### src/rtl/cache_pkg.sv
// Shared types and constants for the 4-line fully-associative read cache.
// The line record is sized by LINE_TAG_W/LINE_DATA_W, which the top's TAG_W/DATA_W default to.
package cache_pkg;

    localparam int NUM_LINES   = 4;
    localparam int IDX_W       = 2;
    localparam int AGE_W       = 2;
    localparam int LINE_TAG_W  = 8;
    localparam int LINE_DATA_W = 8;

    localparam logic [AGE_W-1:0] AGE_MAX = 2'd3;

    typedef enum logic [1:0] {
        IDLE      = 2'd0,
        LOOKUP    = 2'd1,
        MISS_WAIT = 2'd2,
        RESP      = 2'd3
    } state_t;

    typedef struct packed {
        logic                   valid;
        logic [LINE_TAG_W-1:0]  tag;
        logic [LINE_DATA_W-1:0] data;
        logic [AGE_W-1:0]       age;
    } line_t;

    // Lowest-index line whose valid bit is clear; 0 when every line is valid.
    function automatic logic [IDX_W-1:0] first_free(input logic [NUM_LINES-1:0] valid);
        logic [IDX_W-1:0] idx;
        idx = {IDX_W{1'b0}};
        for (int i = NUM_LINES - 1; i >= 0; i--) begin
            if (!valid[i]) begin
                idx = IDX_W'(i);
            end else begin
                idx = idx;
            end
        end
        return idx;
    endfunction

endpackage

### src/rtl/lru_victim_sel.sv
// Victim choice (lowest free line, else the age-3 line) and true-LRU age update
// for whichever line is touched: the hit line, or the victim on a fill.
module lru_victim_sel
    import cache_pkg::*;
(
    input  logic [NUM_LINES-1:0]            valid,
    input  logic [NUM_LINES-1:0][AGE_W-1:0] ages,
    input  logic                            hit,
    input  logic [IDX_W-1:0]                hit_idx,
    output logic [IDX_W-1:0]                victim_idx,
    output logic [NUM_LINES-1:0][AGE_W-1:0] next_ages
);

    logic [IDX_W-1:0] touch_idx_s;
    logic [AGE_W-1:0] old_age_s;

    // Victim selection
    always_comb begin
        victim_idx = {IDX_W{1'b0}};
        if (~&valid) begin
            victim_idx = first_free(valid);
        end else begin
            for (int i = NUM_LINES - 1; i >= 0; i--) begin
                victim_idx = (ages[i] == AGE_MAX) ? IDX_W'(i) : victim_idx;
            end
        end
    end

    // Age update; a free line being filled behaves as if its old age were the maximum
    always_comb begin
        touch_idx_s = hit ? hit_idx : victim_idx;
        old_age_s   = valid[touch_idx_s] ? ages[touch_idx_s] : AGE_MAX;
        next_ages   = ages;
        for (int i = 0; i < NUM_LINES; i++) begin
            if (IDX_W'(i) == touch_idx_s) begin
                next_ages[i] = {AGE_W{1'b0}};
            end else if (valid[i] && (ages[i] < old_age_s)) begin
                next_ages[i] = ages[i] + 2'd1;
            end else begin
                next_ages[i] = ages[i];
            end
        end
    end

endmodule

### src/rtl/lectura_lineas_cache.sv
// Read-only 4-line fully-associative cache: lookup, miss fill from backing memory,
// one-cycle response strobe, true-LRU replacement.
module lectura_lineas_cache
    import cache_pkg::*;
#(
    parameter int TAG_W  = LINE_TAG_W,
    parameter int DATA_W = LINE_DATA_W
) (
    input  logic                 clk,
    input  logic                 rst,
    input  logic                 req_valid,
    output logic                 req_ready,
    input  logic [TAG_W-1:0]     req_tag,
    output logic                 rsp_valid,
    output logic                 rsp_hit,
    output logic [DATA_W-1:0]    rsp_data,
    output logic                 mem_req,
    output logic [TAG_W-1:0]     mem_tag,
    input  logic                 mem_ack,
    input  logic [DATA_W-1:0]    mem_data,
    output logic [NUM_LINES-1:0] line_valid
);

    state_t                          state_r;
    line_t                           lines_r [NUM_LINES];
    logic [TAG_W-1:0]                tag_r;
    logic [NUM_LINES-1:0]            valid_s;
    logic [NUM_LINES-1:0][AGE_W-1:0] ages_s;
    logic [NUM_LINES-1:0][AGE_W-1:0] next_ages_s;
    logic                            hit_s;
    logic [IDX_W-1:0]                hit_idx_s;
    logic [IDX_W-1:0]                victim_idx_s;

    // Tag match against the registered tag; scanning downward lets the lowest index win
    always_comb begin
        valid_s   = {NUM_LINES{1'b0}};
        ages_s    = {(NUM_LINES * AGE_W){1'b0}};
        hit_s     = 1'b0;
        hit_idx_s = {IDX_W{1'b0}};
        for (int i = NUM_LINES - 1; i >= 0; i--) begin
            valid_s[i] = lines_r[i].valid;
            ages_s[i]  = lines_r[i].age;
            if (lines_r[i].valid && (lines_r[i].tag == tag_r)) begin
                hit_s     = 1'b1;
                hit_idx_s = IDX_W'(i);
            end else begin
                hit_s     = hit_s;
                hit_idx_s = hit_idx_s;
            end
        end
    end

    assign line_valid = valid_s;

    lru_victim_sel u_lru (
        .valid      (valid_s),
        .ages       (ages_s),
        .hit        (hit_s),
        .hit_idx    (hit_idx_s),
        .victim_idx (victim_idx_s),
        .next_ages  (next_ages_s)
    );

    // Request FSM, line storage and registered outputs
    always_ff @(posedge clk) begin
        if (rst) begin
            state_r   <= IDLE;
            tag_r     <= {TAG_W{1'b0}};
            req_ready <= 1'b0;
            rsp_valid <= 1'b0;
            rsp_hit   <= 1'b0;
            rsp_data  <= {DATA_W{1'b0}};
            mem_req   <= 1'b0;
            mem_tag   <= {TAG_W{1'b0}};
            for (int i = 0; i < NUM_LINES; i++) begin
                lines_r[i].valid <= 1'b0;
                lines_r[i].tag   <= {LINE_TAG_W{1'b0}};
                lines_r[i].data  <= {LINE_DATA_W{1'b0}};
                lines_r[i].age   <= {AGE_W{1'b0}};
            end
        end else begin
            case (state_r)
                IDLE: begin
                    if (req_valid && req_ready) begin
                        tag_r     <= req_tag;
                        req_ready <= 1'b0;
                        state_r   <= LOOKUP;
                    end else begin
                        req_ready <= 1'b1;
                    end
                end
                LOOKUP: begin
                    if (hit_s) begin
                        rsp_valid <= 1'b1;
                        rsp_hit   <= 1'b1;
                        rsp_data  <= lines_r[hit_idx_s].data;
                        for (int i = 0; i < NUM_LINES; i++) begin
                            lines_r[i].age <= next_ages_s[i];
                        end
                        state_r <= RESP;
                    end else begin
                        mem_req <= 1'b1;
                        mem_tag <= tag_r;
                        state_r <= MISS_WAIT;
                    end
                end
                MISS_WAIT: begin
                    if (mem_ack) begin
                        lines_r[victim_idx_s].valid <= 1'b1;
                        lines_r[victim_idx_s].tag   <= tag_r;
                        lines_r[victim_idx_s].data  <= mem_data;
                        for (int i = 0; i < NUM_LINES; i++) begin
                            lines_r[i].age <= next_ages_s[i];
                        end
                        mem_req   <= 1'b0;
                        rsp_valid <= 1'b1;
                        rsp_hit   <= 1'b0;
                        rsp_data  <= mem_data;
                        state_r   <= RESP;
                    end else begin
                        mem_req <= 1'b1;
                    end
                end
                RESP: begin
                    rsp_valid <= 1'b0;
                    req_ready <= 1'b1;
                    state_r   <= IDLE;
                end
                default: begin
                    rsp_valid <= 1'b0;
                    mem_req   <= 1'b0;
                    req_ready <= 1'b0;
                    state_r   <= IDLE;
                end
            endcase
        end
    end

endmodule

### config.mk
export PLATFORM = sky130hd
export DESIGN_NAME = lectura_lineas_cache
export DESIGN_NICKNAME = d
export VERILOG_FILES = /design/src/rtl/cache_pkg.sv /design/src/rtl/lru_victim_sel.sv /design/src/rtl/lectura_lineas_cache.sv
export SDC_FILE = /design/constraint.sdc
export NUM_CORES = 1
export LEC_CHECK = 0
export CAP_MARGIN = 10
export CORE_AREA = 2 2 170 105
export DETAILED_ROUTE_END_ITERATION = 16
export DIE_AREA = 0 0 172 107
export MAX_ROUTING_LAYER = met4
export SYNTH_ARGS = -nofsm -noshare
export SYNTH_HDL_FRONTEND = slang
export SYNTH_HIERARCHICAL = 1
export SYNTH_SLANG_ARGS = --single-unit
export TNS_END_PERCENT = 50
### constraint.sdc
create_clock -name clk -period 5.3 [get_ports clk]
set_clock_uncertainty 0.15 [all_clocks]
set_input_delay 1.59 -clock clk [delete_from_list [all_inputs] [get_ports clk]]
set_output_delay 1.59 -clock clk [all_outputs]
set_load 0.05 [all_outputs]
==> After elaboration in Yosys (flattened, before gate mapping) <==
Memory sizes are Yosys's and may differ from the RTL's.
Cells that the tools add are included.
{ "totals": {"ramBits": 76, "out_inout_bits": 24, "ff_bits": 30, "n_memories": 1} }
{ "classes": {"n_lt_le_gt_ge": 5, "n_mux": 66, "n_bitwise": 9, "n_addsub": 4, "eq_ne": 18, "reduce_logical": 21} }
{ "memory_table": {"columns": ["memory", "depth", "width", "rd", "rd_ports_with_merged_regs", "wr", "line", "source"], "rows": [
  ["lines_r", 4, 19, 5, 0, 5, "lectura_lineas_cache.sv:25", "line_t lines_r [NUM_LINES];"]
]} }
{ "ops": {"columns": ["cell", "count"], "rows": [
  ["2-bit 2-to-1 mux", 34],
  ["8-bit equality test", 4],
  ["1-bit 2-to-1 mux", 22],
  ["8-bit 2-to-1 mux", 2],
  ["8-bit case mux with 2 select lines", 1],
  ["2-bit equality test, second input constant", 6],
  ["1-bit logical AND", 9],
  ["2-bit by 1-bit adder with 2-bit output, second input constant", 4],
  ["2-bit < comparator", 4],
  ["1-bit bitwise OR", 8],
  ["2-bit case mux with 4 select lines", 1],
  ["2-bit AND reduction", 4],
  ["2-bit != test, second input constant", 3],
  ["1-bit case mux with 2 select lines", 3],
  ["3-bit AND reduction", 2],
  ["2-bit binary-select mux with 2-bit select", 1],
  ["2-bit equality test, first input constant", 2],
  ["2-bit logical NOT", 2],
  ["4-bit AND reduction", 1],
  ["2-bit nonzero test", 2],
  ["2-bit by 3-bit < comparator with 1-bit output, second input constant", 1],
  ["1-bit case mux with 3 select lines", 1],
  ["3-bit nonzero test", 1],
  ["1-bit binary-select mux with 2-bit select", 1],
  ["other kinds (4)", 4]
]} }

==> Longest topological paths before layout <==
Gate-level depths: netlist of run 1.
An unclocked memory read counts as a cell.
{ "logic_depth": {"word_depth": 17, "depth_mapped": 15} }

==> Modules after synthesis <==
The synthesis of run 1 kept the hierarchy.
{ "modules_own_cells": {"columns": ["module", "seq_area_each_um2", "cells_per_inst", "n_inst", "area_per_inst_um2"], "rows": [
  ["lectura_lineas_cache", 2842.7, 430, 1, 5142.4],
  ["lru_victim_sel", 0.0, 92, 1, 648.1]
]} }

==> Worst setup path before layout of run 1 <==
No wires, ideal clock.
{ "synth_path": {"path_type": "in2reg", "startpoint": "in mem_ack", "endpoint": "mem lines_r[1][10] in the netlist's numbering (enable)", "setup_ns": 0.411, "arrival_ns": 3.115, "required_time_ns": 4.739, "path_stages": 4, "slack_ns": 1.624, "path_buffers": 0, "path_cell_list": "nand2_1 -> nor2_1 -> nand2_1 -> o21ai_0"} }
{ "synth_lines": {"columns": ["element", "line", "source"], "rows": [
  ["start, declared", "lectura_lineas_cache.sv:19", "input logic mem_ack,"],
  ["end, declared", "lectura_lineas_cache.sv:25", null]
]} }

==> results by group, run 1 <==
Yosys
  – Top cell type's share of synthesized area: 37.34%
  – Post-synthesis sequential area ratio: 49.09%
  – Top post-synthesis cells by area: edfxtp_1, dfxtp_1, and2_1
  – Synth async-reset ratio: 0%
  – Ys flop type: edfxtp_1
  – Dominant cell by count in the synthesized netlist: and2_1
  – Syn Inst Count: 522
  – Syn Area/Cell: 11.09 um^2
  – Post-synth top area cell: edfxtp_1
  – Post-synth EDFFs: 72
  – Yosys warns: 6
  – Synth top cells by count: and2_1, edfxtp_1, dfxtp_1, nor2_1, xnor2_1
  – Synthesized area: 5791 um^2
  – Flops & latches, synth: 106
  – Yosys cell types: 65
  – Mapped Nets: 551

Setup path
  – Most used cell along the critical path: nand2_1
  – Worst Path Required: 5380 ps
  – WS Path Type: reg2reg
  – CP max stage delay: 730 ps
  – Cell Chain, Critical Path: xnor2_1 > nand4_1 > or3_4 > o21bai_4 > nand2_1 > inv_1 > a221o_1 > a2111oi_2 > nor2_1 > nand2_1 > a311oi_1 > and2_1
  – Worst Path Max Fanout: 24
  – Crit end category: flip-flop
  – Crit path DAT: 4160 ps
  – CP startpoint kind: flip-flop
  – Worst-path cell with the longest stage delay: dfxtp_1

Timing
  – Final Hold Viols: 0
  – Unrepaired setup endpoints after global routing: no
  – Measured slew at the worst slew-check pin: 824.3 ps
  – Fin crit share: 77.06%
  – Final Critical Period: 4084 ps
  – Fin. max-slew vios: 0
  – Final setup violation count: 0
  – Setup_tns: 0 ps
  – Slew margin rel.: 45.05%
  – Max Clk Rate: 244.9 MHz

Floorplanning
  – Die Height: 107 um
  – Starting Density: 34.36%
  – CORE AREA: 16850 um^2
  – Die width: 172 um
  – Row count: 37
  – Die area: 18400 um^2
  – Io pins: 44

Finish
  – Inserted Diodes: 0
  – Synth-to-Final Area Change: 15.28%
  – Fin cells: 789
  – Final #Nets: 579
  – Share of layout cells above drive strength 1: 10.81%
  – Finished Cell Area: 6675 um^2

Place
  – Input/output buffers: 43
  – Placement Cell Area: 6340 um^2
  – Final GP Congestion: 0.9394
  – Hpwl dp: 9589 um
  – Inst Count DP: 772

Detailed routing
  – Wirelength per Cell: 17.62 um
  – Vias after detailed routing: 4084
  – Number of vias per cell: 5.176
  – DRT iter0 DRCs: 329
  – 1st-pass router iterations: 5
  – Post-route DRC: 0
  – Antenna-violating nets left: 0
  – Total wire length: 13900 um

CTS
  – TritonCTS clock tree: built
  – Hold_buf cts: 0
  – Clk slew on worst S/H paths: 80 ps
  – CTS sink cnt: 106
  – Post-CTS Setup Bufs: 0
  – Worst-Skew Late Latency: 350 ps
  – Root buf cell: clkbuf_16
  – Post-CTS Resized: 0
  – CTS Buf Count: 9
  – H-tree Lvls: 3
  – Clk buf depth: 2

Global routing
  – Grt total ovfl: 0
  – Antenna violations before repair: 0
  – Vias in the first global route: 4060
  – Total GRT Usage: 16.57%
  – First-pass GRT wire length: 22510 um
  – Largest net degree at the start of global routing: 31

Power
  – Peak supply drop: 250.2 uV
  – Sequential share of power: 41.9%
  – Leak: 2.450 nW
  – Switching power: 0.9042 mW
  – Clk network pwr share: 28.4%
  – Power density over the cells: 383.8 nW/um^2
  – Power consumption: 2.562 mW
  – Share of total power in combinational logic: 29.7%
  – Int Pwr: 1.658 mW
  – Switching Fraction: 35.29%

Status
  – Outcome: finished, final reports clean

Job
  – # Max-Cap Violations: 0

Hold path
  – HP Class: reg2reg
## path summary, 6_finish.rpt
path              start       endpoint  slack (ps)  cells past startpoint
max            tag_r[4]  lines_r[3][0]        1220                     12
min          mem_tag[0]     mem_tag[0]         370                      2
max reg2reg    tag_r[4]  lines_r[3][0]        1220                     12
min reg2reg  mem_tag[0]     mem_tag[0]         370                      2
## critical path: cells and delay by family, from the launching register on
family                 cells  cell delay [ps]
flip-flops                 1              730
buffers and inverters      1               80
XOR/XNOR                   1              240
AND/OR/NAND/NOR            6             1500
AO/OA/AOI/OAI              4             1240
## logic make-up (layout without fill, tap and decap cells)
kind of cell | after synthesis | in the layout | share of synthesized area (%)
AOI/OAI and AO/OA | 109 | 109 | 15.00
xor gates and xnor gates | 32 | 32 | 6.137
adders and majority gates | 9 | 9 | 1.945
buffers and inverters | 52 | 85 | 5.229
DFF | 106 | 106 | 49.09
muxes | 17 | 17 | 2.939
and+or+nand+nor | 197 | 197 | 19.66
## sequential cells by signal, indices dropped and copies added (netlist names)
register / count
lines_r: 76
mem_tag: 8
rsp_data: 8
tag_r: 8
state_r: 2
mem_req: 1
req_ready: 1
rsp_hit: 1
rsp_valid: 1
## through the flow
step / setup WS, ps / util, % / hold slack [ps]
CTS: 1258 / 39.55 / 366.7
global route: 916.9 / 39.61 / 392.7
detailed placement: 1086 / 37.62 / 339.4
global placement: 1141 / 37.62 / 337.0
finish: 1216 / 39.61 / 367.1
floorplan: 1624 / - / 317.2
## cell type report
cell class              count  area, um^2
flip-flops and latches    106        2843
clock inverters             5       48.80
clock buffers              11       275.3
well taps                 234       292.8
multi-input cells         364        2658
repair buffers             50       486.7
inverters                  19       71.32
fillers                  1662       10180
## layer usage
| metal | up-vias | wire length [um] | track usage (%) | share of wire (%) |
|---|---|---|---|---|
| met5 | - | 0 | - | 0 |
| met4 | 0 | 80 | 3.241 | 0.58 |
| met3 | 9 | 801 | 3.691 | 5.8 |
| met2 | 130 | 5678 | 23.44 | 41 |
| met1 | 1996 | 7339 | 24.32 | 53 |
| li1 | 1949 | - | - | - |
## cell usage in the layout, fill, tap and decap left out, types with 7 or more instances in the layout
master	instances
clkbuf_16	11
clkdlybuf4s50_1	43
a311oi_1	9
a21oi_1	12
nand2_1	21
nand3_1	13
nand2b_1	9
a211oi_1	7
a221oi_1	11
edfxtp_1	72
inv_1	19
nor2_1	30
o21ai_0	12
and2_1	75
a21boi_0	9
a31oi_1	9
mux2i_1	17
o21ai_1	11
ha_1	9
xnor2_1	22
and3_1	10
dfxtp_1	34
xnor2_2	10
## power by group through the flow
stage | Clock [mW] | Combinational [mW] | Sequential [mW]
after floorplan | 0 | 0.483 | 1.18
after global placement | 0 | 0.754 | 1.09
after detailed placement | 0 | 0.762 | 1.09
after CTS | 0.743 | 0.764 | 1.07
after global routing | 0.777 | 0.827 | 1.09
final | 0.727 | 0.762 | 1.07
(Power assumes the default switching activity.)
==> inputs of run 2 (changes only) <==
==> constraint.sdc (replaced) <==
create_clock -name clk -period 3.75 [get_ports clk]
set_clock_uncertainty 0.15 [all_clocks]
set_input_delay 1.125 -clock clk [delete_from_list [all_inputs] [get_ports clk]]
set_output_delay 1.125 -clock clk [all_outputs]
set_load 0.05 [all_outputs]
==> run 2 against run 1 <==
Register-to-register slack worse by 1100 ps. Clock-buffer cell count unchanged. Flip-flop and latch count unchanged. Setup slack worse by 1100 ps. Via count up 2.4%. Sequential power rose by 39%. Final area up 3.5%. Critical endpoint is now lines_r[1][1].
==> results by group, run 2 (synthesized netlist as in run 1, its figures left out) <==
Status
  – Outcome: finished, final reports clean

Setup path
  – WS Path Type: reg2reg
  – Worst Path Max Fanout: 8
  – Crit end category: flip-flop
  – Crit path DAT: 3540 ps
  – Worst-path cell with the longest stage delay: a2111oi_4
  – R2R depth: 14
  – CP startpoint kind: flip-flop
  – Cell Chain, Critical Path: buf_12 > xnor2_2 > nand3_1 > nor3_1 > nor2_2 > nand2_2 > nand3b_1 > a2111oi_4 > a221o_2 > o2111a_2 > nor2_4 > a221o_1 > o211a_1 > and2_1
  – Worst reg2reg path startpoint: tag_r[7]
  – Worst Path Required: 3710 ps
  – CP max stage delay: 380 ps
  – Reg2reg end: lines_r[1][1]
  – R2r setup slk: 160 ps

Timing
  – Worst setup margin: 164.6 ps
  – Fin crit share: 95.61%
  – Setup_tns: 0 ps
  – Max Clk Rate: 278.9 MHz
  – Worst hold slack: 366.9 ps
  – Slew margin rel.: 53.10%
  – Final Hold Viols: 0
  – Final Critical Period: 3585 ps
  – Measured slew at the worst slew-check pin: 701.6 ps
  – Fin. max-slew vios: 0
  – Final setup violation count: 0

Floorplanning
  – Io pins: 44
  – Die area: 18400 um^2
  – Row count: 37
  – CORE AREA: 16850 um^2
  – Die Height: 107 um
  – Die width: 172 um
  – Starting Density: 34.36%

Detailed routing
  – Total wire length: 14300 um
  – Post-route DRC: 0
  – Vias after detailed routing: 4183
  – DRT iter0 DRCs: 300
  – 1st-pass router iterations: 5
  – Wirelength per Cell: 17.63 um
  – Number of vias per cell: 5.158
  – Antenna-violating nets left: 0

Hold path
  – HP Class: reg2reg
  – Hold Path Origin: mem_tag[7]
  – Hold path depth: 2
  – Hold worst-path end: mem_tag[7]

CTS
  – Root buf cell: clkbuf_16
  – Clk buf depth: 2
  – Hold_buf cts: 0
  – CTS Buf Count: 9
  – Clk slew on worst S/H paths: 80 ps
  – Worst-Skew Late Latency: 350 ps
  – TritonCTS clock tree: built
  – CTS sink cnt: 106
  – H-tree Lvls: 3

Finish
  – Fin cells: 811
  – Inserted Diodes: 0
  – Max reg flops: 76
  – Synth-to-Final Area Change: 19.32%
  – Commonest non-fill, non-tap cells in the layout: and2_1, edfxtp_1, clkdlybuf4s50_1
  – Share of layout cells above drive strength 1: 16.29%
  – Fillcell total: 1603
  – Commonest non-fill, non-tap cell in the layout: and2_1
  – Largest Register: lines_r
  – Util after Layout: 41.00%
  – Final #Nets: 601

Global routing
  – Vias in the first global route: 4103
  – Grt total ovfl: 0
  – Largest net degree at the start of global routing: 27
  – First-pass GRT wire length: 22490 um
  – Total GRT Usage: 16.50%
  – Antenna violations before repair: 0

Place
  – Hpwl dp: 9913 um
  – Final GP Congestion: 0.9918
  – Inst Count DP: 791
  – Input/output buffers: 43
  – Setup WS pre-CTS: -122.9 ps

Power
  – Leak: 2.586 nW
  – Peak supply drop: 363.5 uV
  – Power density over the cells: 532.9 nW/um^2

Job
  – # Max-Cap Violations: 0
run 2: changes by cell type in the layout (fill, tap and decap cells not counted), sizes merged:
cell,delta
buf,+21
a221o,+1
run 2: report_power, final:
part           switching (mW)  internal [mW]
Clock                   0.463          0.546
Sequential              0.114           1.38
Combinational           0.716          0.463
run 2: through the flow:
stage          power, mW  area (um^2)
2_1_floorplan      2.343         5791
3_3_place_gp       2.653         6495
3_5_place_dp       2.669         6495
4_1_cts            3.689         6823
5_1_grt            3.858         6909
6_report           3.682         6909
run 2: worst max-delay path by stage:
| stage | to | start | slack (ps) | cells after the start |
|---|---|---|---|---|
| after floorplan | lines_r[1][1] | tag_r[7] | 410 | 14 |
| after global placement | lines_r[1][1] | tag_r[6] | 60 | 13 |
| after detailed placement | lines_r[1][1] | tag_r[2] | -120 | 13 |
| after CTS | lines_r[1][1] | tag_r[0] | 30 | 13 |
| after global routing | lines_r[1][1] | tag_r[7] | -7 | 14 |
| final | lines_r[1][1] | tag_r[7] | 160 | 14 |
run 2: timing repair:
action	in CTS	in global routing
hold endpoints to repair	0	0
setup endpoints to repair	8	8
resized for setup	5	11
pin swaps	0	3
setup buffers	0	3
cloned	0	1
run 2: area by class of cell:
cell class                 instances  area, um^2  area share [%]
tap                              234       292.8           4.238
timing repair buffer              71       653.1           9.453
sequential                       106        2851           41.27
multi-input combinational        365        2719           39.35
inverter                          19       71.32           1.032
clock inverter                     5       46.29          0.6700
clock buffer                      11       275.3           3.984
run 2: per-layer routing:
layer  GRT usage (%)  vias to the layer above  share of wire [%]
li1                -                     1990                  -
met1           23.67                     2036                 51
met2           23.58                      145                 42
met3           4.393                       12                6.4
met4           2.881                        0               0.88
met5               -                        -                  0
run 2: critical path: cells and delay by family (launching register included):
kind / cells / cell delay, ps
compound gates: 5 / 1470
xor+xnor: 1 / 140
buf+inv: 1 / 160
flops: 1 / 360
simple gates: 7 / 1050
